===== src/rtl/alu_trace_checker_exp_ram.sv =====
// Expected-vector store: synchronous write, combinational read, not reset.
// Latency: write visible the cycle after we; read is same-cycle.  Backpressure: none.
module alu_trace_checker_exp_ram #(
    parameter int DW    = 34,
    parameter int DEPTH = 64,
    parameter int AW    = $clog2(DEPTH)
) (
    input  logic          clk,
    input  logic          we,
    input  logic [AW-1:0] waddr,
    input  logic [DW-1:0] wdata,
    input  logic [AW-1:0] raddr,
    output logic [DW-1:0] rdata
);
    logic [DW-1:0] mem [DEPTH];

    always_ff @(posedge clk) begin
        if (we) begin
            mem[waddr] <= wdata;
        end
    end

    assign rdata = mem[raddr];
endmodule


===== config.mk =====
export PLATFORM = sky130hd
export DESIGN_NAME = alu_trace_checker_exp_ram
export DESIGN_NICKNAME = d
export VERILOG_FILES = /design/src/rtl/alu_trace_checker_exp_ram.sv
export SDC_FILE = /design/constraint.sdc
export NUM_CORES = 2
export LEC_CHECK = 0
export BUFFER_PORTS_ARGS = -buffer_cell sky130_fd_sc_hd__buf_4
export CAP_MARGIN = 20
export CORE_ASPECT_RATIO = 0.75
export CORE_MARGIN = 2
export CORE_UTILIZATION = 51
export CTS_CLUSTER_SIZE = 20
export DETAILED_ROUTE_END_ITERATION = 8
export GPL_TIMING_DRIVEN = 0
export HOLD_SLACK_MARGIN = 0.06
export PLACE_DENSITY_LB_ADDON = 0.12
export REMOVE_ABC_BUFFERS = 1
export SLEW_MARGIN = 10
export SYNTH_ARGS = -nofsm -noshare
export SYNTH_HDL_FRONTEND = slang
export SYNTH_SLANG_ARGS = --single-unit

===== constraint.sdc =====
create_clock -name clk -period 4.05 [get_ports clk]
set_input_delay 0.2025 -clock clk [delete_from_list [all_inputs] [get_ports clk]]
set_output_delay 0.2025 -clock clk [all_outputs]
set_load 0.05 [all_outputs]

* After elaboration in Yosys (flattened, before gate mapping)
Memory sizes are Yosys's and may differ from the RTL's.
Cells that the tools add are included.
** Word-level totals
- Register bits after elaboration :: 0
- Bits in latches :: 0
- Memory bits (writable) :: 2176
- ROM bits :: 0
- Input bits :: 48
- Memories kept :: 1
** Operators by class
- Add/subtract/negate cells :: 0
- Multipliers :: 0
- Div/mod/pow operators :: 0
- Magnitude comparators :: 0
- Equal/unequal tests :: 0
- Shifts and indexed selects :: 0
- Muxes and demuxes :: 2
- Bitwise logic cells :: 0
- Reduce and logical (&&, ||, !) cells :: 0
** Memories
- mem :: words 64, width 34, rd ports 1, clocked after memory_dff 0, write ports 1, line 15 : logic [DW-1:0] mem [DEPTH];
** Operator list (count)
- $mux 1 :: 2

* Logic depth before layout (Yosys ltp)
- Depth after elaboration :: 2
- Mapped depth :: 10

* Worst setup path after synthesis
Ideal clock, no wire load.
- Kind :: input to register
- Start point :: input waddr[3]
- End point :: memory mem[48][0], enable pin
- Setup time :: 0.467 ns
- Data arrival time :: 3.036 ns
- Data required time :: 3.583 ns
- Path slack :: 0.547 ns
- Cell stages on the path :: 4
- Path buffers :: 1
- Cell sequence :: clkbuf_1 nor2b_1 nand4b_1 nor3_1
** RTL lines
- start, declared :: line 10 : input logic [AW-1:0] waddr,
- end, declared :: line 15
Straight into the memory's write port.

* Worst setup path in the final report
- Start point :: input raddr[2]
- End point :: output rdata[17]
** Between the ends
- Longest elaborated chain between the ends :: 1
** Ends and longest elaborated chain
- start, declared :: line 12 : input logic [AW-1:0] raddr,
- $mem_v2 64x34
- end, declared :: line 13 : output logic [DW-1:0] rdata
Every way passes these cells.

==> metrics.yaml <==
timing:
  fin_crit_ps: 4070
  finalSetupTns_ps: -20.0
  hold_viol: 0
  holdWs_ps: 127
  setup_viol: 1
  rsz0062_at_grt: "false"
  setup_ws_ps: -20.0
  max_freq_ghz: 0.246
  worst_slew_pin_slew_ps: 1380
  slew_headroom_pct: 8.22
  final_max_slew_viol_count: 0
  finalCritPeriodShare_pct: 100
placed_design:
  post-dp-hpwl_microns: 138000
  portBuffers: 81
  routabilityCongestion: 0.771
  placed_cells: 5890
  dpl_cell_area_sq_um: 89400
  dp_slack_ps: -970
setup_path:
  cp_slowest_cell: "nor2_1"
  cp-end-kind: "output port"
  cp_cell_sequence: "buf_8 > buf_16 > buf_16 > nand2b_1 > o221ai_1 > nor2_1 > o211a_1 > buf_4"
  crit_required_ps: 3850
  crit_type: "in2out"
  setup.worst_path.start_class: "input pin"
  slowest_delay_ps: 850
  cp_max_fo: 87
  cp_common_cell: "buf_16"
  crit_arrival_ps: 3870
drt:
  drt_iter0_markers: 6287
  wl_per_cell_microns: 35.9
  first_pass_iters: 6
  vias_per_cell: 6.54
  finalWirelength_microns: 226000
  drc: 0
  ant_nets: 0
  via_count: 41200
synthesis:
  syn_area_sq_um: 83100
  synthTopCellsByArea: "edfxtp_1 79%, mux4_2 13%, mux2i_1 1.8%"
  synth-async-reset-ratio_pct: 0
  avgSynthCellArea_sq_um: 22.4
  synth_edf_count: 2176
  synth_top_area_share_pct: 78.6
  ys_seq_area_share_pct: 78.6
  synthCells: 3710
  synthFlopType: "edfxtp_1"
  synth_seq_cells: 2176
  synth_top_area_cell: "edfxtp_1"
  yosys_warnings: 0
  synth.distinct_cells: 40
clock_tree:
  clockBufferDepth: 3
  cts_sinks: 2176
  path_clk_slew_ps: 60
  ctsRootBufferMaster: "clkbuf_16"
  cts_buffers: 201
  cts_setup_buffers: 0
  cts_tree: "done"
  cts.htree.levels: 4
final_layout:
  n_fill_cell: 11400
  postLayoutCoreUtil_pct: 59.4
  area_growth_pct: 15.9
  layout_commonest_cell: "edfxtp_1"
  largest_register: "mem"
  fin_nets: 4038
  most-common-layout-cells: "2,176 x edfxtp_1, 472 x mux4_2, 210 x clkbuf_16"
  reg_top3: "mem: 2176 flops"
  fin_area_sq_um: 96300
  final_cells: 6306
  largest_register_ffs: 2176
  drive_gt1_share_pct: 27.6
floorplanning:
  core-area_sq_um: 162000
  dieHeight_microns: 354
  die_area_sq_um: 166000
  fp-row-count: 128
  die_w_microns: 470
  initial_core_util_pct: 51.3
  num_io_pins: 82
hold_path:
  hp-class: "in2reg"
  holdPathEnd: "mem[54][11]$_DFFE_PP_"
  min-delay-start: "waddr[4]"
  hold_depth: 3
power_and_ir_drop:
  p_leak_nw: 30.0
  total_power_mw: 46.2
  power_density_nw_per_um2: 480
  max-vdd-ir-drop_mv: 0.492
status:
  outcome: "finished with violations"
  violations: "setup timing"
grt:
  antenna_found_initial: 27
  overflow: 0
  grt_pass1_wl_microns: 313000
  grt_pass1_vias: 39500
  grt_start_max_net_pins: 112
  grtUsageTotal_pct: 27.1
job:
  max-cap-violations: 0
==> per-layer routing <==
| layer | global-route usage (%) | vias up | share of wire (%) |
|---|---|---|---|
| met4 | 6.45 | 8 | 2.0 |
| met2 | 39.6 | 2230 | 45 |
| met3 | 4.78 | 297 | 10 |
| met1 | 43.0 | 22300 | 43 |
| met5 | 0 | - | 0.026 |
| li1 | - | 16400 | - |
==> area by class of cell <==
| class | instances | area [sq um] | share of cell area [%] |
|---|---|---|---|
| Antenna cell | 12 | 30.0 | 0.0312 |
| Clock buffer | 253 | 5400 | 5.60 |
| Clock inverter | 109 | 921 | 0.956 |
| Inverter | 1 | 5.00 | 0.00520 |
| Multi-Input combinational cell | 1319 | 17200 | 17.9 |
| Sequential cell | 2176 | 65300 | 67.9 |
| Tap cell | 2145 | 2680 | 2.79 |
| Timing Repair Buffer | 291 | 4700 | 4.88 |
==> worst max-delay path, delay by kind of cell <==
| family | cells | cell delay (ps) |
|---|---|---|
| AO/OA/AOI/OAI | 2 | 510 |
| buffers and inverters | 4 | 1300 |
| AND/OR/NAND/NOR | 2 | 1520 |
==> cell usage after synthesis, drive strengths merged, types with 2 or more instances <==
| cell | instances |
|---|---|
| a221oi | 3 |
| edfxtp | 2176 |
| nand3b | 2 |
| mux2i | 150 |
| nor2b | 23 |
| mux2 | 54 |
| mux4 | 472 |
| nor2 | 89 |
| or2 | 4 |
| o22ai | 85 |
| nand3 | 69 |
| or3 | 2 |
| a22oi | 55 |
| a21oi | 17 |
| a211oi | 22 |
| o22a | 10 |
| a311o | 10 |
| o21ai | 10 |
| buf | 125 |
| nand2b | 9 |
| nand2 | 80 |
| o221ai | 39 |
| and3 | 12 |
| a221o | 24 |
| nor3 | 7 |
| nand4 | 46 |
| clkbuf | 89 |
| o211a | 5 |
| o211ai | 10 |
| a31oi | 5 |
==> report_power, final <==
group          switching, mW  total (mW)  internal, mW
sequential            0.0316        25.0          24.9
combinational           1.81        2.75         0.940
clock                   8.15        18.5          10.3
==> cell families after synthesis <==
group                  after synthesis  share of synthesized area (%)
multiplexers                       676                           15.3
AO/OA/AOI/OAI                      297                           2.67
flip-flops                        2176                           78.6
AND/OR/NAND/NOR                    346                           1.99
buffers and inverters              215                           1.37
==> timing repair <==
action	in CTS	in global routing
resized for setup	9	3
endpoints found under the setup margin	11	6
endpoints found under the hold margin	2245	0
hold buffers	39	0
cloned	2	1
==> worst max path at each step <==
| stage | start | end | slack (ps) | cells past startpoint |
|---|---|---|---|---|
| floorplan | raddr[3] | rdata[10] | 640 | 5 |
| global placement | raddr[0] | rdata[10] | -9610 | 7 |
| detailed placement | raddr[0] | rdata[20] | -970 | 9 |
| CTS | raddr[0] | rdata[7] | 0.8 | 8 |
| global route | raddr[2] | rdata[17] | 5 | 8 |
| finish | raddr[2] | rdata[17] | -20 | 8 |
(Power assumes the default switching activity.)
